$ cat config.mk
export PLATFORM = sky130hd
export DESIGN_NAME = eq_bist_checker_amisha
export DESIGN_NICKNAME = d
export VERILOG_FILES = /design/src/rtl/eq_bist_pkg_amisha.sv /design/src/rtl/sat_counter_amisha.sv /design/src/rtl/eq_bist_checker_amisha.sv
export SDC_FILE = /design/constraint.sdc
export NUM_CORES = 1
export LEC_CHECK = 0
export CORE_MARGIN = 2
export CORE_UTILIZATION = 33
export DETAILED_ROUTE_END_ITERATION = 16
export PLACE_DENSITY_LB_ADDON = 0.05
export RECOVER_POWER = 25
export SLEW_MARGIN = 20
export SYNTH_ARGS = -nofsm -noshare
export SYNTH_HDL_FRONTEND = slang
export SYNTH_SLANG_ARGS = --single-unit
$ cat constraint.sdc
create_clock -name clk_amisha -period 2.43 [get_ports clk_amisha]
set_input_delay 0.243 -clock clk_amisha [delete_from_list [all_inputs] [get_ports clk_amisha]]
set_output_delay 0.243 -clock clk_amisha [all_outputs]
set_load 0.01 [all_outputs]
$ cat src/rtl/eq_bist_pkg_amisha.sv
// Shared types and default parameters for the equality-comparator BIST engine.
package eq_bist_pkg_amisha;

    typedef enum logic [2:0] {
        IDLE,
        DRIVE,
        SETTLE,
        CHECK,
        DONE
    } bist_state_e;

    localparam int DEF_WIDTH      = 1;
    localparam int DEF_SETTLE_CYC = 1;
    localparam int DEF_ERR_W      = 8;

endpackage

$ cat src/rtl/sat_counter_amisha.sv
// Saturating incrementer with synchronous clear; holds at all-ones, never wraps.
module sat_counter_amisha #(
    parameter int W = 8
) (
    input  logic         clk,
    input  logic         rst_n,
    input  logic         clr,
    input  logic         inc,
    output logic [W-1:0] value
);

    logic [W-1:0] cnt_q;
    logic [W-1:0] cnt_d;

    always_comb begin
        cnt_d = cnt_q;
        if (clr) begin
            cnt_d = '0;
        end else if (inc && (cnt_q != '1)) begin
            cnt_d = cnt_q + W'(1);
        end
    end

    always_ff @(posedge clk or negedge rst_n) begin
        if (!rst_n) begin
            cnt_q <= '0;
        end else begin
            cnt_q <= cnt_d;
        end
    end

    assign value = cnt_q;

endmodule

$ cat src/rtl/eq_bist_checker_amisha.sv
// BIST engine: sweeps every operand pair into an equality comparator and
// checks its eq output against a golden a==b after a settle window.
module eq_bist_checker_amisha
    import eq_bist_pkg_amisha::*;
#(
    parameter int WIDTH      = DEF_WIDTH,
    parameter int SETTLE_CYC = DEF_SETTLE_CYC,
    parameter int ERR_W      = DEF_ERR_W
) (
    input  logic             clk_amisha,
    input  logic             rst_n_amisha,
    input  logic             start_amisha,
    output logic [WIDTH-1:0] a_amisha,
    output logic [WIDTH-1:0] b_amisha,
    input  logic             eq_in_amisha,
    output logic             busy_amisha,
    output logic             done_amisha,
    output logic             pass_amisha,
    output logic [ERR_W-1:0] err_count_amisha,
    output logic [WIDTH-1:0] fail_a_amisha,
    output logic [WIDTH-1:0] fail_b_amisha,
    output logic             fail_seen_amisha
);

    localparam int VW = 2 * WIDTH;
    localparam int SW = 4;

    bist_state_e      state_q, state_d;
    logic [VW-1:0]    vec_q, vec_d;
    logic [SW-1:0]    settle_q, settle_d;
    logic [WIDTH-1:0] a_q, a_d, b_q, b_d;
    logic [WIDTH-1:0] fail_a_q, fail_a_d, fail_b_q, fail_b_d;
    logic             fail_seen_q, fail_seen_d;
    logic             busy_q, busy_d;
    logic             done_q, done_d;
    logic             pass_q, pass_d;
    logic             err_clr, err_inc, mismatch;
    logic [ERR_W-1:0] err_count;

    always_comb begin
        state_d     = state_q;
        vec_d       = vec_q;
        settle_d    = settle_q;
        a_d         = a_q;
        b_d         = b_q;
        fail_a_d    = fail_a_q;
        fail_b_d    = fail_b_q;
        fail_seen_d = fail_seen_q;
        busy_d      = busy_q;
        done_d      = done_q;
        pass_d      = pass_q;
        err_clr     = 1'b0;
        err_inc     = 1'b0;
        mismatch    = eq_in_amisha ^ (a_q == b_q);

        unique case (state_q)
            IDLE, DONE: begin
                if (start_amisha) begin
                    state_d     = DRIVE;
                    vec_d       = '0;
                    err_clr     = 1'b1;
                    fail_seen_d = 1'b0;
                    fail_a_d    = '0;
                    fail_b_d    = '0;
                    pass_d      = 1'b0;
                    busy_d      = 1'b1;
                    done_d      = 1'b0;
                end
            end
            DRIVE: begin
                a_d      = vec_q[VW-1:WIDTH];
                b_d      = vec_q[WIDTH-1:0];
                settle_d = SW'(SETTLE_CYC);
                state_d  = SETTLE;
            end
            SETTLE: begin
                settle_d = settle_q - SW'(1);
                if (settle_q == SW'(1)) begin
                    state_d = CHECK;
                end
            end
            CHECK: begin
                if (mismatch) begin
                    err_inc = 1'b1;
                    if (!fail_seen_q) begin
                        fail_seen_d = 1'b1;
                        fail_a_d    = a_q;
                        fail_b_d    = b_q;
                    end
                end
                // Last vector: pass must also account for this final compare
                if (vec_q == '1) begin
                    state_d = DONE;
                    busy_d  = 1'b0;
                    done_d  = 1'b1;
                    pass_d  = (err_count == '0) && !mismatch;
                end else begin
                    vec_d   = vec_q + VW'(1);
                    state_d = DRIVE;
                end
            end
            default: begin
                state_d = IDLE;
            end
        endcase
    end

    always_ff @(posedge clk_amisha or negedge rst_n_amisha) begin
        if (!rst_n_amisha) begin
            state_q     <= IDLE;
            vec_q       <= '0;
            settle_q    <= '0;
            a_q         <= '0;
            b_q         <= '0;
            fail_a_q    <= '0;
            fail_b_q    <= '0;
            fail_seen_q <= 1'b0;
            busy_q      <= 1'b0;
            done_q      <= 1'b0;
            pass_q      <= 1'b0;
        end else begin
            state_q     <= state_d;
            vec_q       <= vec_d;
            settle_q    <= settle_d;
            a_q         <= a_d;
            b_q         <= b_d;
            fail_a_q    <= fail_a_d;
            fail_b_q    <= fail_b_d;
            fail_seen_q <= fail_seen_d;
            busy_q      <= busy_d;
            done_q      <= done_d;
            pass_q      <= pass_d;
        end
    end

    sat_counter_amisha #(
        .W(ERR_W)
    ) u_err_cnt (
        .clk  (clk_amisha),
        .rst_n(rst_n_amisha),
        .clr  (err_clr),
        .inc  (err_inc),
        .value(err_count)
    );

    assign a_amisha         = a_q;
    assign b_amisha         = b_q;
    assign busy_amisha      = busy_q;
    assign done_amisha      = done_q;
    assign pass_amisha      = pass_q;
    assign err_count_amisha = err_count;
    assign fail_a_amisha    = fail_a_q;
    assign fail_b_amisha    = fail_b_q;
    assign fail_seen_amisha = fail_seen_q;

endmodule

# Yosys cells after proc, flatten, opt, wreduce, memory -nomap -nowiden
# Cells that the tools add are included.
[totals]
ff_bits = 25
[classes]
n_addsub = 3
n_reduce_logical = 14
bitwise_logic = 1
muxes = 30
n_eq_ne = 14
[op_table]
columns = ["cell", "count"]
rows = [
  ["two-way mux 8 bit", 2],
  ["two-way mux 1 bit", 14],
  ["inequality test 2 bit, second input constant", 6],
  ["one-hot mux 1 bit (2 select lines)", 6],
  ["one-hot mux 3 bit (4 select lines)", 1],
  ["two-way mux 3 bit", 3],
  ["AND reduction 3 bit", 3],
  ["adder 8 x 1 -> 8 bit, second input constant", 1],
  ["logical NOT 8 bit", 1],
  ["inequality test 8 bit, second input constant", 1],
  ["one-hot mux 4 bit (2 select lines)", 1],
  ["== test 3 x 2 -> 1 bit, second input constant", 2],
  ["nonzero test 2 bit", 3],
  ["== test 4 x 1 -> 1 bit, second input constant", 1],
  ["two-way mux 2 bit", 2],
  ["one-hot mux 2 bit (2 select lines)", 1],
  ["AND reduction 4 bit", 1],
  ["subtractor 4 x 1 -> 4 bit, second input constant", 1],
  ["== test 3 x 1 -> 1 bit, second input constant", 1],
  ["== test 3 bit, second input constant", 1],
  ["logical NOT 3 bit", 1],
  ["adder 2 x 1 -> 2 bit, second input constant", 1],
  ["== test 2 bit, second input constant", 1],
  ["logical AND 1 bit", 2],
  ["other kinds (5)", 5],
]

# Longest topological paths before layout
# Gate-level depths: netlist of run 1.
[logic_depth]
ltp_word = 7
depth_mapped = 6
depth_no_buf = 5

# Cells and area by module
# From an unflattened synthesis of run 1, not the netlist that was laid out.
[unflattened]
hier_cells = 134
area_unflattened_um2 = 1366.3
[modules_own_cells]
columns = ["mod", "seq_area_each_um2", "area_each_um2", "cells_each", "instances"]
rows = [
  ["eq_bist_checker_amisha", 425.4, 902.1, 85, 1],
  ["sat_counter_amisha", 200.2, 464.2, 49, 1],
]

# Worst setup path before layout of run 1
# OpenSTA, ideal clock, no wires.
[synth_timing]
path_type = "register to register"
from = "reg u_err_cnt.cnt_q[0] (netlist: u_err_cnt.value[0])"
to = "reg u_err_cnt.cnt_q[3] (netlist: u_err_cnt.value[3])"
stages_incl_launch_ff = 7
n_path_buf = 1
required_ps = 2352
setup_ps = 78
t_arrival_ps = 1785
setup_slack_ps = 567
path_cell_list = "dfrtp_1 -> ha_1 -> and4_1 -> a211o_1 -> buf_6 -> or3_1 -> a21oi_1"
[synth_via]
elab_chain_cells = 3
[synth_lines]
columns = ["element", "line_no", "rtl"]
rows = [
  ["start: declaration", "sat_counter_amisha.sv:12", "logic [W-1:0] cnt_q;"],
  ["start signal: assignment", "sat_counter_amisha.sv:28", "cnt_q <= cnt_d;"],
  ["adder 8 x 1 -> 8 bit or inequality test 8 bit (tied branches)", "sat_counter_amisha.sv:20, sat_counter_amisha.sv:19", ""],
  ["two-way mux 8 bit or logical AND 1 bit (tied branches)", "sat_counter_amisha.sv:19", "end else if (inc && (cnt_q != '1)) begin"],
  ["two-way mux 8 bit or nonzero test 2 bit (tied branches)", "--", ""],
]
# Several ways; a longest one is shown, not always the timed one. The select of a mux whose other input is x is not followed.
# A chain may end at the register's enable or synchronous reset.

# Worst setup path after layout of run 1
# Ends and elaborated chain as after synthesis.

==> qor.csv, run 1 <==
metric;value;unit
mappedNetlistNets;140;
switching_power_total;691;uW
detail-route-antenna-nets;0;
rows;22;
antenna_cells;0;
worst-endpoint-arrival;2.17;ns
routed_wl;2870;um
cts.repair.resized;0;
critical-path-slowest-cell;dfrtp_1;
place_congestion;0.815;
synth_adder_area_share;4.75;%
async_sr_flop_fraction;100;%
final_cell_area;0.00160;mm2
postPlaceCellArea;0.00155;mm2
yosys-mux-area-fraction;4.84;%
post_synth_xor_area_fraction;2.56;%
power.ir.vdd_worst;0.000407;V
drt_drc_violations_left;0;
grt-ovfl-total;0;
drt_first_pass_iters;4;
post_synth.cell_area_avg;10.1;um2
run_status;finished clean;
fin_crit_sh;81.3;%
crit_chain;ha_1 -> and4_1 -> a211o_1 -> or3_1 -> a21oi_1;
clk_pin_slew;0.08;ns
power_frac_seq;41.8;%
finalSetupTns;0;ns
drt-vias-per-instance;5.33;
initial_core_utilization;35.2;%
combinational_family_with_the_most_area_after_synthesis;simple AND/OR/NAND/NOR gates;
clock_latency;0.27;ns
dpl.hpwl;2000;um
syn-cell-area;0.00132;mm2
nNetsFinal;160;
postSynthRegisterBits;25;
htreeDepth;1;
unrepaired_setup_endpoints_after_global_routing;no;
cts-buffers-inserted;3;
timing.final.hold_violations;0;
ioPinCount;20;
synth_area_leader_cell;dfrtp_1;
clk_root_buffer_cell;clkbuf_8;
maxSlewHeadroom;11.8;%
gate_family_responsible_for_the_most_delay_along_the_worst_path;simple AND/OR/NAND/NOR gates;
hold_buffers;0;
placement.io_buffers;19;
count_of_flip_flops_with_a_built_in_enable_after_synthesis;0;
hp-class;flip-flop to flip-flop;
synth-simple-area-share;17.9;%
final.min_clock_period;1.98;ns
finalMaxSlewViolations;0;
synth_sequential_area_ratio;47.5;%
top_ff_cell_synth;dfrtp_1;
max_slew.worst_pin.slew;1.32;ns
cellPowerDensity;1100;mW/mm2
placeableCoreArea;0.00374;mm2
critical-path-max-stage-delay;0.47;ns
drv.max_cap_violation_count;0;
p_comb_share;44.0;%
cts_sinks;25;
crit_required;2.62;ns
grt_pass1_vias;1015;
internal-power;1060;uW
netlist_instances;131;
synth.top_cells.by_area;dfrtp_1 (47%), ha_1 (4.7%), o21ai_0 (3.4%);
finalSetupViolations;0;
initialDrtViolationCount;87;
synth_compound_gate_area_share;17.5;%
antenna_found_initial;0;
setup.worst_path.start_class;flip-flop;
vias;1056;
netlist.area_leader.share;47.5;%
critical_path.endpoint_type;flip-flop;
postCtsSetupRepairBufs;0;
cts_buffer_depth;2;
chipHeight;67.2;um
drive_above_1_share;8.67;%
critical_path_buf_inv_count;0;
first_pass_grt_wire_length;5000;um
worst_clock_skew;0.00470;ns
power.static_leakage;0.000677;uW
grt_usage;14.6;%
tritoncts;yes;
p_sw_share;39.5;%
area_growth_syn_to_layout;21.2;%
p_clk_share;14.1;%
full_die_area;0.00451;mm2
dr_wl_cell;14.5;um
yosysWarnings;0;
grt_start_max_net_pins;26;
maximum_fanout_encountered_on_the_critical_timing_path;9;
timing.setup.critical_path_class;flip-flop to flip-flop;
synth_cell_type_count;41;
die_width;67.2;um
fmax;506;MHz
==> cell usage after synthesis (3+ instances only) <==
cell / number
nand2_1: 6
mux2i_1: 3
o21ai_0: 9
nand3_1: 8
mux2_2: 3
clkbuf_1: 4
dfrtp_1: 25
inv_1: 9
ha_1: 5
nor2_1: 11
nor3_1: 4
a21oi_1: 8
==> through the flow <==
step                      cells  worst slack [ns]  hold slack (ns)  power (uW)  util (%)
after detailed placement    194             0.438            0.469        1510      41.4
final                       198             0.453            0.485        1750      42.6
after floorplan             131             0.567          -0.0526        1230         -
after global routing        198             0.271            0.506        1920      42.6
after CTS                   198             0.457            0.344        1770      42.7
after global placement      194             0.475            0.469        1500      41.4
==> metal layers <==
layer,wire (um),track usage (%)
met1,1440,21.4
met2,1290,20.9
met4,22,6.63
met3,116,2.67
met5,0,0
==> worst register-to-register path: cells and delay by family (launching register included) <==
kind	cells	cell delay [ns]
simple gates	2	0.63
flops	1	0.47
compound gates	2	0.51
fa+ha+maj	1	0.30
==> area by class of cell <==
type	instances	area, um2
Clock buffer	3	41.3
Clock inverter	1	7.51
Fill cell	402	2150
Inverter	9	33.8
Multi-Input combinational cell	91	627
Sequential cell	25	626
Tap cell	48	60.1
Timing Repair Buffer	21	201
==> cells by family (layout without fill, tap and decap cells) <==
| group | count (synthesis) | after routing |
|---|---|---|
| compound gates | 35 | 35 |
| xor+xnor | 2 | 2 |
| mux | 6 | 6 |
| flops | 25 | 25 |
| simple gates | 43 | 43 |
| buf+inv | 15 | 34 |
| fa+ha+maj | 5 | 5 |
==> layout by cell type, fill, tap and decap left out, types with 2 or more instances in the layout <==
cell / n
dfrtp_1: 25
inv_1: 9
o21ai_0: 9
a32o_1: 2
nor4b_1: 2
o311ai_0: 2
nand3_1: 8
mux2_2: 3
o22ai_1: 2
nor3_1: 4
a21oi_1: 8
clkdlybuf4s50_1: 18
nand2_1: 6
and3_1: 2
o211ai_1: 2
mux2i_1: 3
clkbuf_8: 3
a22oi_1: 2
ha_1: 5
nor2_1: 11
==> flip-flops by register name, indices dropped and copies added, names as in the netlist <==
signal	cells
b_amisha	1
settle_q	4
u_err_cnt.value	8
pass_amisha	1
done_amisha	1
busy_amisha	1
fail_a_amisha	1
fail_seen_amisha	1
fail_b_amisha	1
a_amisha	1
vec_q	2
state_q	3
==> power groups by stage <==
| stage | registers [uW] | logic [uW] | clock network, uW |
|---|---|---|---|
| floorplan | 686 | 547 | 0 |
| global placement | 738 | 765 | 0 |
| detailed placement | 737 | 777 | 0 |
| CTS | 730 | 780 | 259 |
| global route | 759 | 885 | 279 |
| finish | 732 | 770 | 247 |
==> worst paths after layout <==
check                                         from  slack, ns                 end  cells after the start
worst max-delay path            u_err_cnt.value[0]       0.45  u_err_cnt.value[3]                      5
worst min-delay path                   busy_amisha       0.49         busy_amisha                      2
worst max register to register  u_err_cnt.value[0]       0.45  u_err_cnt.value[3]                      5
worst min register to register         busy_amisha       0.49         busy_amisha                      2
max in group asynchronous             rst_n_amisha       0.86          state_q[2]                      2
min in group asynchronous             rst_n_amisha       0.79          state_q[0]                      2
Note: power is estimated with default switching activity, not from simulation.
==> run 2: changes to the inputs <==
==> constraint.sdc (replaced) <==
create_clock -name clk_amisha -period 2.1 [get_ports clk_amisha]
set_input_delay 0.21 -clock clk_amisha [delete_from_list [all_inputs] [get_ports clk_amisha]]
set_output_delay 0.21 -clock clk_amisha [all_outputs]
set_load 0.01 [all_outputs]
==> run 2 against run 1 <==
Worst setup slack lost 0.15 ns. Fmax grew 9.7%. Flip-flop and latch count is the same. Wire length grew 3.5%. Via count grew 2.6%. Cell count grew 3.0%. Clock skew shrank 0.0029 ns. Sequential power grew 7.8%. Clock power grew 17%. Global-route usage grew 0.051 points. Largest cell class unchanged.
==> qor.csv, run 2 (synthesis gave the netlist of run 1 again) <==
metric;value;unit
fin_crit_sh;85.8;%
final-instance-count-excl-fill;204;
cts.repair.resized;0;
area_growth_syn_to_layout;24.3;%
setup.worst_path.start_class;flip-flop;
cts-buffers-inserted;3;
clk_root_buffer_cell;clkbuf_8;
finalSetupTns;0;ns
run_status;finished clean;
place_congestion;0.888;
timing.setup.critical_path_class;flip-flop to flip-flop;
flip_flop_count_of_the_largest_register_all_copies_and_words_added;8;
detail-route-antenna-nets;0;
finish.utilization;43.8;%
hold_depth;2;
drive_above_1_share;11.5;%
critical_path_buf_inv_count;0;
grt_start_max_net_pins;26;
p_comb_share;48.9;%
clock_latency;0.27;ns
final.min_clock_period;1.80;ns
finalPower;2110;uW
routed_wl;2970;um
fmax;555;MHz
first_pass_grt_wire_length;5070;um
worst-endpoint-arrival;2.00;ns
ioPinCount;20;
power.static_leakage;0.000707;uW
antenna_found_initial;0;
max_slew.worst_pin.slew;1.42;ns
clk_pin_slew;0.09;ns
grt_usage;14.7;%
grt-ovfl-total;0;
finalSetupViolations;0;
hp-class;flip-flop to flip-flop;
die_width;67.2;um
crit_chain;xor3_2 -> a211o_1 -> or3_1 -> a21oi_1;
internal-power;1290;uW
cts_sinks;25;
drv.max_cap_violation_count;0;
crit_required;2.29;ns
drt_drc_violations_left;0;
placement.io_buffers;19;
vias;1083;
postCtsSetupRepairBufs;0;
drt-vias-per-instance;5.31;
drt_first_pass_iters;6;
antenna_cells;0;
crit_cells;4;
critical-path-slowest-cell;xor3_2;
gate_family_responsible_for_the_most_delay_along_the_worst_path;XOR/XNOR gates;
critical_path.endpoint_type;flip-flop;
htreeDepth;1;
layout.cells.most_common;dfrtp_1;
maximum_fanout_encountered_on_the_critical_timing_path;7;
cts_buffer_depth;2;
full_die_area;0.00451;mm2
p_clk_share;13.7;%
timing.final.hold_violations;0;
initialDrtViolationCount;97;
cellPowerDensity;1290;mW/mm2
placed_cells;200;
dr_wl_cell;14.5;um
finalMaxSlewViolations;0;
grt_pass1_vias;1106;
unrepaired_setup_endpoints_after_global_routing;no;
initial_core_utilization;35.2;%
nNetsFinal;166;
switching_power_total;825;uW
tritoncts;yes;
power_frac_seq;37.3;%
placeableCoreArea;0.00374;mm2
critical-path-max-stage-delay;0.52;ns
rows;22;
worst_r2r_path_depth;4;
chipHeight;67.2;um
hold_buffers;0;
power.ir.vdd_worst;0.000460;V
mostFrequentLayoutCells;dfrtp_1 (25), clkdlybuf4s50_1 (18), nor2_1 (11);
maxSlewHeadroom;5.59;%
dpl.hpwl;2150;um
p_sw_share;39.0;%
worst_clock_skew;0.00184;ns
==> run 2: cell types whose count changed in the layout (fill, tap and decap cells not counted), sizes merged <==
cell,before,now
buf,1,7
clkbuf,4,5
clkinvlp,1,0
==> run 2: worst reg2reg max path: stages (launching register included) <==
cell,delay (ns)
dfrtp_1,0.40
xor3_2,0.52
a211o_1,0.29
or3_1,0.35
a21oi_1,0.16
==> run 2: per-stage QoR <==
step / area (um2) / hold slack [ns] / worst slack, ns
6_report: 1640 / 0.488 / 0.298
3_5_place_dp: 1600 / 0.473 / 0.198
4_1_cts: 1640 / 0.310 / 0.286
3_3_place_gp: 1600 / 0.464 / 0.219
5_1_grt: 1640 / 0.530 / 0.169
2_1_floorplan: 1320 / -0.0856 / 0.237
==> run 2: metal layers <==
layer	routed length [um]	track usage [%]	up-vias	share of wire, %
li1	-	-	531	-
met2	1380	23.9	17	46
met3	103	3.00	2	3.5
met4	14	3.57	0	0.47
met1	1470	20.1	533	50
met5	0	0	-	0
==> run 2: worst paths after layout <==
| path | end | startpoint | slack, ns |
|---|---|---|---|
| setup / recovery | u_err_cnt.value[3] | b_amisha | 0.30 |
| min in group asynchronous | settle_q[2] | rst_n_amisha | 0.79 |
| hold / removal | busy_amisha | busy_amisha | 0.49 |
| setup reg to reg | u_err_cnt.value[3] | b_amisha | 0.30 |
| max in group asynchronous | fail_a_amisha | rst_n_amisha | 0.49 |
| hold reg to reg | busy_amisha | busy_amisha | 0.49 |
==> run 2: cell type report <==
class / instances / area, um2
Fill cell: 385 / 2110
Clock buffer: 4 / 45.0
Tap cell: 48 / 60.1
Sequential cell: 25 / 626
Inverter: 9 / 33.8
Multi-Input combinational cell: 91 / 627
Timing Repair Buffer: 27 / 246
==> run 2: power by group through the flow <==
stage                     registers, uW  clock network, uW  logic (uW)
final                               789                290        1030
after global routing                815                318        1150
after CTS                           788                299        1050
after detailed placement            796                  0        1040
after global placement              792                  0        1020
after floorplan                     794                  0         633
==> run 3: changes to the inputs <==
--- a/config.mk
+++ b/config.mk
@@ -13,4 +13,5 @@
 export SLEW_MARGIN = 20
 export SYNTH_ARGS = -nofsm -noshare
 export SYNTH_HDL_FRONTEND = slang
+export SYNTH_HIERARCHICAL = 1
 export SYNTH_SLANG_ARGS = --single-unit
==> constraint.sdc (replaced) <==
create_clock -name clk_amisha -period 2.3 [get_ports clk_amisha]
set_input_delay 0.23 -clock clk_amisha [delete_from_list [all_inputs] [get_ports clk_amisha]]
set_output_delay 0.23 -clock clk_amisha [all_outputs]
set_load 0.01 [all_outputs]
==> run 3 against run 2 <==
Power fell by 14%. Fmax down 12%. Utilization decreased by 2.4 points. Critical endpoint is now u_err_cnt/value[7]. Critical path type unchanged. Largest power group unchanged.
==> qor.csv, run 3 <==
metric;value;unit
hold_buffers;0;
dr_wl_cell;14.8;um
syn-cell-area;0.00137;mm2
critical_path_buf_inv_count;0;
grt-ovfl-total;0;
yosysWarnings;6;
clk_pin_slew;0.10;ns
unrepaired_setup_endpoints_after_global_routing;no;
cts.repair.resized;0;
maximum_fanout_encountered_on_the_critical_timing_path;6;
combinational_family_with_the_most_area_after_synthesis;simple AND/OR/NAND/NOR gates;
place_congestion;0.745;
synth_compound_gate_area_share;12.5;%
cellPowerDensity;1100;mW/mm2
critical-path-slowest-cell;xor3_1;
placeableCoreArea;0.00400;mm2
full_die_area;0.00467;mm2
max_slew.worst_pin.slew;1.42;ns
synth.top_cells.by_area;dfrtp_1 (46%), ha_1 (3.7%), mux2_2 (3.3%);
global_routing_met1_resource_utilization;20.9;%
antenna_found_initial;0;
drive_above_1_share;11.6;%
fmax;490;MHz
initial_core_utilization;34.2;%
critical_path.endpoint_type;flip-flop;
maxSlewHeadroom;5.33;%
layout.cells.most_common;dfrtp_1;
rows;23;
drt-vias-per-instance;5.23;
ioPinCount;20;
drt_drc_violations_left;0;
grt_usage;14.6;%
initialDrtViolationCount;58;
clock_latency;0.28;ns
power.ir.vdd_worst;0.000341;V
synth_area_leader_cell;dfrtp_1;
synth_sequential_area_ratio;45.8;%
die_width;68.3;um
crit_chain;xor3_1 -> nor2_1 -> nand3_1 -> or3_1 -> a211oi_1;
synth_adder_area_share;3.66;%
grt_pass1_vias;1033;
detail-route-antenna-nets;0;
tritoncts;yes;
postCtsSetupRepairBufs;0;
top_ff_cell_synth;dfrtp_1;
fin_crit_sh;88.8;%
antenna_cells;0;
chipHeight;68.3;um
async_sr_flop_fraction;100;%
count_of_flip_flops_with_a_built_in_enable_after_synthesis;0;
cts_buffer_depth;2;
htreeDepth;1;
cts_sinks;25;
netlist.area_leader.share;45.8;%
dpl.hpwl;2170;um
worst-endpoint-arrival;2.22;ns
finalMaxSlewViolations;0;
timing.final.hold_violations;0;
critical-path-max-stage-delay;0.47;ns
crit_required;2.48;ns
mostFrequentLayoutCells;dfrtp_1 (25), clkdlybuf4s50_1 (18), nand2_1 (10);
top_usage_layer;met2;
routed_wl;3030;um
synth_commonest_cells;dfrtp_1 (25), nand2_1 (10), a21oi_1 (8), nor2_1 (8), inv_1 (7);
first_pass_grt_wire_length;5090;um
run_status;finished clean;
netlist_instances;134;
post_synth.cell_area_avg;10.2;um2
groute.layer.met3.usage;1.97;%
finalSetupViolations;0;
mappedNetlistNets;142;
final.min_clock_period;2.04;ns
post_synth_xor_area_fraction;2.38;%
final_cell_area;0.00166;mm2
nNetsFinal;164;
clk_root_buffer_cell;clkbuf_8;
flip_flop_count_of_the_largest_register_all_copies_and_words_added;8;
synth_cell_type_count;49;
gate_family_responsible_for_the_most_delay_along_the_worst_path;simple AND/OR/NAND/NOR gates;
vias;1072;
placement.io_buffers;19;
met2_usage;22.6;%
worst_clock_skew;0.00768;ns
postPlaceCellArea;0.00161;mm2
postSynthRegisterBits;25;
cts-buffers-inserted;3;
drt_first_pass_iters;4;
power.static_leakage;0.000689;uW
hp-class;flip-flop to flip-flop;
yosys-mux-area-fraction;7.33;%
setup.worst_path.start_class;flip-flop;
area_growth_syn_to_layout;21.2;%
finalSetupTns;0;ns
synth_most_common_cell;dfrtp_1;
timing.setup.critical_path_class;flip-flop to flip-flop;
drv.max_cap_violation_count;0;
grt_start_max_net_pins;26;
synth-simple-area-share;23.0;%
## run 3: cell families (layout without fill, tap and decap cells)
logic type	count (synthesis)	after routing
mux	9	9
xor+xnor	2	2
simple gates	54	54
compound gates	26	26
buf+inv	14	35
fa+ha+maj	4	4
flops	25	25
## run 3: path summary, 6_finish.rpt
path	start	endpoint	slack [ns]	depth (start not counted)
setup reg to reg	b_amisha	u_err_cnt/value[7]	0.26	5
hold / removal	busy_amisha	busy_amisha	0.48	2
min in group asynchronous	rst_n_amisha	settle_q[0]	0.80	2
hold reg to reg	busy_amisha	busy_amisha	0.48	2
setup / recovery	b_amisha	u_err_cnt/value[7]	0.26	5
max in group asynchronous	rst_n_amisha	settle_q[2]	0.66	2
## run 3: cell type report
class	count	area, um2
fill	403	2340
tap	50	62.6
timing repair buffer	23	216
multi-input combinational	95	667
clock inverter	1	7.51
sequential	25	626
inverter	8	35.0
clock buffer	3	41.3
## run 3: stage by stage
| stage | hold WS, ns | power (uW) | setup WS (ns) | std cells | utilization [%] |
|---|---|---|---|---|---|
| CTS | 0.321 | 1850 | 0.228 | 205 | 41.5 |
| floorplan | -0.0656 | 1290 | 0.405 | 134 | - |
| detailed placement | 0.463 | 1570 | 0.141 | 201 | 40.3 |
| global route | 0.512 | 1980 | 0.119 | 205 | 41.4 |
| finish | 0.482 | 1820 | 0.258 | 205 | 41.4 |
| global placement | 0.466 | 1540 | 0.177 | 201 | 40.3 |
## run 3: report_power, final
| group | internal (uW) | total, uW | leakage (uW) | switching (uW) |
|---|---|---|---|---|
| clock network | 123 | 276 | 0.0000217 | 153 |
| logic | 433 | 827 | 0.000341 | 394 |
| registers | 570 | 717 | 0.000326 | 147 |
## run 3: routing by layer
layer,share of wire [%],routed length (um),up-vias
li1,-,-,527
met1,50,1510,526
met2,47,1410,14
met3,2.2,66,5
met4,1.4,41,0
met5,0,0,-
## run 3: worst reg2reg max path: cells and delay by family (launching register included)
family | cells | cell delay [ns]
AND/OR/NAND/NOR | 3 | 0.83
AO/OA/AOI/OAI | 1 | 0.24
flip-flops | 1 | 0.39
XOR/XNOR | 1 | 0.47
==> RTL change 1: new RTL, config.mk and constraints of run 2 <==
Change the localparam `SW` from 4 to 8.
--- a/src/rtl/eq_bist_checker_amisha.sv
+++ b/src/rtl/eq_bist_checker_amisha.sv
@@ -24,5 +24,5 @@
 
     localparam int VW = 2 * WIDTH;
-    localparam int SW = 4;
+    localparam int SW = 8;
 
     bist_state_e      state_q, state_d;
Check against the original RTL: no difference found for any inputs over 10 cycles, from zero or initial values and one cycle with rst_n_amisha low; that may be too few to reach the edited logic, so the function may still have changed.
==> RTL change 1 against run 2 <==
  * The flow now finishes with violations (capacitance limit, slew limit)
  * First-iteration DRC count shrank 69%
  * Total power up 13%
  * Synthesized area grew 17%
  * Wire length rose by 12%
  * Count of clock-buffer cells in the layout up 3
  * Final area grew 16%
  * Critical path depth stayed put
  * Sequential cell count increased by 4
  * Setup slack got worse by 0.089 ns
  * Sequential share of layout area hardly changed
  * Clock skew about the same
  * Critical endpoint is now u_err_cnt.value[5]
==> RTL change 1: results (changes against run 2) <==
stage,metric,value,unit,change
status,outcome,finished with violations,,
status,failing checks,"capacitance limit, slew limit",,
routing,Starting DRT DRC Count,30,,-69%
power_and_ir_drop,Worst VDD drop,0.546,mV,+19%
finish,clock buf count,7,,+3
routing,Via density,5.13,,-3.4%
global_routing,largest net degree at the start of global routing,30,,+15%
power_and_ir_drop,Seq. pwr,872,uW,+11%
clock_network,"Clk pin slew, worst setup/hold paths",0.06,ns,-0.03 ns
place,"worst slack, placed",-0.0171,ns,-0.215 ns
finish,fraction of area in multi-input gates,39.3,%,+0.99 points
synth,largest cells by area after synthesis,"dfrtp_1 47%, mux2i_1 5.2%, nand2_1 4.6%, ha_1 4.1%, nor2_1 3.4%",,
finish,NumNets Final,195,,+17%
power_and_ir_drop,Power Internal,1.51,mW,+17%
setup_path,"Largest stage delay, worst path",0.54,ns,+0.02 ns
synth,syn nets,169,,+21%
place,placed cell area,0.00182,mm2,+14%
clock_network,H-tree levels,2,,+1
finish,fraction of cell area in non-clock buffers,12.6,%,-2.5 points
setup_path,flop2flop setup slack,0.21,ns,-0.09 ns
finish,share of cells above drive strength 1,9.68,%,-1.9 points
power_and_ir_drop,Logic pwr share,44.8,%,-4.1 points
finish,final instance area,0.00190,mm2,+16%
global_routing,GR Util All Layers,14.3,%,-0.38 points
routing,first drt pass iteration count,4,,-2
finish,clk tree area frac,4.55,%,+1.8 points
run,Max Cap Viol,1,,+1
power_and_ir_drop,leakage,0.838,nW,+19%
power_and_ir_drop,P_comb,1.07,mW,+4%
routing,routed length per instance,13.9,um,-4.1%
place,gpl congestion,0.797,,-10%
timing,Slew Limit Fails,30,,+30
global_routing,vias in the first global route,1267,,+15%
synth,post-synthesis sequential area ratio,47.0,%,-0.44 points
finish,number of non-clock buffers in the layout,26,,-3.7%
synth,post-synth cell types,38,,-7.3%
finish,fill count,427,,+11%
setup_path,CP max-delay cell,or4_1,,
finish,Non-clk invs,10,,+1
floorplanning,core area,0.00441,mm2,+18%
synth,synth cell count leaders,"29 x dfrtp_1, 19 x nand2_1, 14 x nor2_1",,
## RTL change 1: cell types whose count changed after synthesis, moves of 2 or more
| cell | before | now |
|---|---|---|
| a21oi_1 | 8 | 5 |
| a31oi_1 | 1 | 3 |
| a32o_1 | 2 | 0 |
| clkbuf_1 | 4 | 6 |
| dfrtp_1 | 25 | 29 |
| mux2i_1 | 3 | 8 |
| nand2_1 | 6 | 19 |
| nor2_1 | 11 | 14 |
| nor3_1 | 4 | 7 |
| o22ai_1 | 2 | 0 |
| o311ai_0 | 2 | 0 |
## RTL change 1: critical path, delay by kind of cell (launching register included)
kind	cells	cell delay, ns
AND/OR/NAND/NOR	2	0.87
flip-flops	1	0.40
XOR/XNOR	1	0.40
AO/OA/AOI/OAI	1	0.15
## RTL change 1: logic make-up (layout without fill, tap and decap cells)
group	count (synthesis)	in the layout	synth area share, %
adder cells (fa/ha/maj)	5	5	4.06
buffers and inverters	17	43	4.62
XOR/XNOR	3	3	2.76
flip-flops	29	29	47.0
multiplexers	12	12	8.11
AND/OR/NAND/NOR	65	65	21.7
AO/OA/AOI/OAI	29	29	11.8
## RTL change 1: per-layer routing
| metal | vias up | GRT usage (%) | wire [um] |
|---|---|---|---|
| li1 | 613 | - | - |
| met1 | 577 | 17.4 | 1510 |
| met2 | 20 | 23.9 | 1610 |
| met3 | 10 | 3.61 | 120 |
| met4 | 0 | 6.58 | 73 |
| met5 | - | 0 | 0 |
## RTL change 1: final timing paths
check / cells past startpoint / to / startpoint
max: 4 / u_err_cnt.value[5] / a_amisha
max reg2reg: 4 / u_err_cnt.value[5] / a_amisha
max in group asynchronous: 2 / settle_q[3] / rst_n_amisha
min in group asynchronous: 2 / fail_b_amisha / rst_n_amisha
min: 1 / settle_q[7] / settle_q[7]
min reg2reg: 1 / settle_q[7] / settle_q[7]
==> RTL change 2: new RTL, config.mk and constraints of run 2 <==
Made on the original files. The 5 states of `bist_state_e` get a one-hot encoding in 5 bits.
--- a/src/rtl/eq_bist_pkg_amisha.sv
+++ b/src/rtl/eq_bist_pkg_amisha.sv
@@ -2,10 +2,10 @@
 package eq_bist_pkg_amisha;
 
-    typedef enum logic [2:0] {
-        IDLE,
-        DRIVE,
-        SETTLE,
-        CHECK,
-        DONE
+    typedef enum logic [4:0] {
+        IDLE   = 5'b00001,
+        DRIVE  = 5'b00010,
+        SETTLE = 5'b00100,
+        CHECK  = 5'b01000,
+        DONE   = 5'b10000
     } bist_state_e;
 
Formal check against the unedited RTL: same outputs for any inputs over 10 cycles, from zero or initial values and one cycle with rst_n_amisha low; not proved beyond that.
==> RTL change 2 against run 2 <==
  * The run now ends with capacitance limit, slew limit left
  * Largest power group unchanged
  * Setup slack lost 0.21 ns
  * Wire length grew 15%
  * Total power shrank 20%
  * Maximum frequency shrank 11%
  * Cell count grew 11%
  * Die area grew 10%
  * Synthesized cell count grew 12%
  * Worst hold slack gained 0.0024 ns
  * Critical endpoint is now u_err_cnt.value[7]
  * Sequential cell count grew 2
  * Critical path type unchanged
  * Synthesized area grew 11%
  * Final area grew 11%
  * Critical path depth is the same
  * Clock skew grew 0.00077 ns
  * Sequential share of layout area shrank 1.1 points
==> RTL change 2: results (changes against run 2) <==
stage,metric,value,unit,change
clock_network,CTS root buf,clkbuf_8,,
finish,Largest register FFs,8,,unchanged
synth,Post-synth EDFFs,0,,unchanged
clock_network,Inserted Clock Buffers,3,,unchanged
status,outcome,finished with violations,,
clock_network,H-tree levels,1,,unchanged
finish,NumNets Final,185,,+11%
run,Max Cap Viol,1,,+1
worst_hold_path,Worst Hold Class,register to register,,
synth,average size of a mapped cell,9.96,um2,-0.98%
place,I/O Buffers,19,,unchanged
global_routing,largest net degree at the start of global routing,28,,+7.7%
setup_path,Worst EP required,2.30,ns,
place,gpl congestion,0.800,,-9.9%
synth,syn nets,156,,+11%
setup_path,crit path max fanout,5,,-2
synth,post-synth cell types,44,,+7.3%
routing,routed length per instance,15.0,um,+3.3%
global_routing,GR Util All Layers,14.2,%,-0.52 points
timing,Slew headroom,-0.105,%,-5.7 points
global_routing,initial antenna violation count,0,,unchanged
timing,Worst Skew,0.00261,ns,+0.000768 ns
synth,post-synthesis sequential area ratio,46.2,%,-1.2 points
finish,Final Non-Filler Cells,227,,+11%
routing,Via density,5.21,,-1.8%
synth,yosys warns,0,,unchanged
global_routing,vias in the first global route,1170,,+5.8%
clock_network,clock buffer depth,2,,unchanged
place,Placed Cells incl. Taps,223,,+12%
synth,"Async S/R FF share, synth",100,%,unchanged
clock_network,clock latency on the worst-skew pair,0.27,ns,about the same
place,"worst slack, placed",0.0490,ns,-0.149 ns
synth,"Top FF cell, synth",dfrtp_1,,
timing,final setup fails,0,,unchanged
global_routing,global-route wire length before repair,5.66,mm,+12%
synth,largest cells by area after synthesis,"dfrtp_1 44%, mux2_2 4.6%, ha_1 4.3%, nand3_1 3.1%, nor3_1 3.1%",,
routing,first drt pass iteration count,4,,-2
synth,synth cell count leaders,"26 x dfrtp_1, 11 x inv_1, 9 x nand3_1, 9 x nor2_1, 9 x nor3_1",,
timing,Slew Limit Fails,27,,+27
status,failing checks,"capacitance limit, slew limit",,
finish,diodes inserted,0,,unchanged
power_and_ir_drop,Worst VDD drop,0.262,mV,-43%
place,half-perimeter wire length after placement,2.47,mm,+15%
finish,share of cells above drive strength 1,14.9,%,+3.3 points
finish,fill count,438,,+14%
clock_network,"Clk pin slew, worst setup/hold paths",0.10,ns,
power_and_ir_drop,leakage,0.812,nW,+15%
routing,Starting DRT DRC Count,66,,-32%
-- RTL change 2: timing repair --
action | CTS | global route
buffers inserted | 0 | 0
endpoints found under the setup margin | 0 | 2
resized for setup | 0 | 1
-- RTL change 2: layout make-up --
cell class / instances / share of cell area (%)
clock inverter: 1 / 0.275
multi-input combinational: 101 / 38.9
timing repair buffer: 32 / 15.6
clock buffer: 3 / 2.26
inverter: 11 / 2.26
tap: 52 / 3.57
sequential: 27 / 37.1
-- RTL change 2: final timing paths --
path / startpoint / to / slack, ns / cells past startpoint
max: state_q[1] / u_err_cnt.value[7] / 0.09 / 4
min: busy_amisha / busy_amisha / 0.49 / 1
max reg2reg: state_q[1] / u_err_cnt.value[7] / 0.09 / 4
min reg2reg: busy_amisha / busy_amisha / 0.49 / 1
max in group asynchronous: rst_n_amisha / busy_amisha / 0.41 / 2
min in group asynchronous: rst_n_amisha / state_q[3] / 0.82 / 2
-- RTL change 2: layer usage --
metal	GRT usage [%]	routed length (um)	part of all wire, %	up-vias
li1	-	-	-	588
met1	19.4	1680	49	581
met3	2.28	73	2.1	2
met4	3.77	19	0.56	0
met2	23.6	1640	48	12
met5	0	0	0	-
-- RTL change 2: power breakdown --
group          total, mW  leakage [nW]  switching (mW)  internal [mW]
sequential         0.668         0.362          0.0651          0.603
clock              0.300        0.0255           0.167          0.133
combinational      0.726         0.424           0.374          0.352
total               1.69         0.812           0.606           1.09
-- RTL change 2: cell families (layout without fill, tap and decap cells) --
family / count (synthesis) / count (layout) / share of synthesized area (%)
compound gates: 31 / 31 / 15.4
xor+xnor: 4 / 4 / 3.42
fa+ha+maj: 5 / 5 / 4.27
buf+inv: 19 / 47 / 5.64
flops: 27 / 27 / 46.2
mux: 6 / 6 / 4.62
simple gates: 55 / 55 / 20.4
-- RTL change 2: worst max-delay path: stages (launching register included) --
cell,delay (ns)
dfrtp_1,0.38
or4_4,0.56
or3_4,0.44
or4_1,0.42
a21oi_1,0.14
-- RTL change 2: metrics by stage --
stage | cell area [um2] | total power [mW]
5_1_grt | 1820 | 1.81
6_report | 1820 | 1.69
4_1_cts | 1820 | 1.71
3_5_place_dp | 1780 | 1.40
3_3_place_gp | 1780 | 1.39
2_1_floorplan | 1480 | 1.16
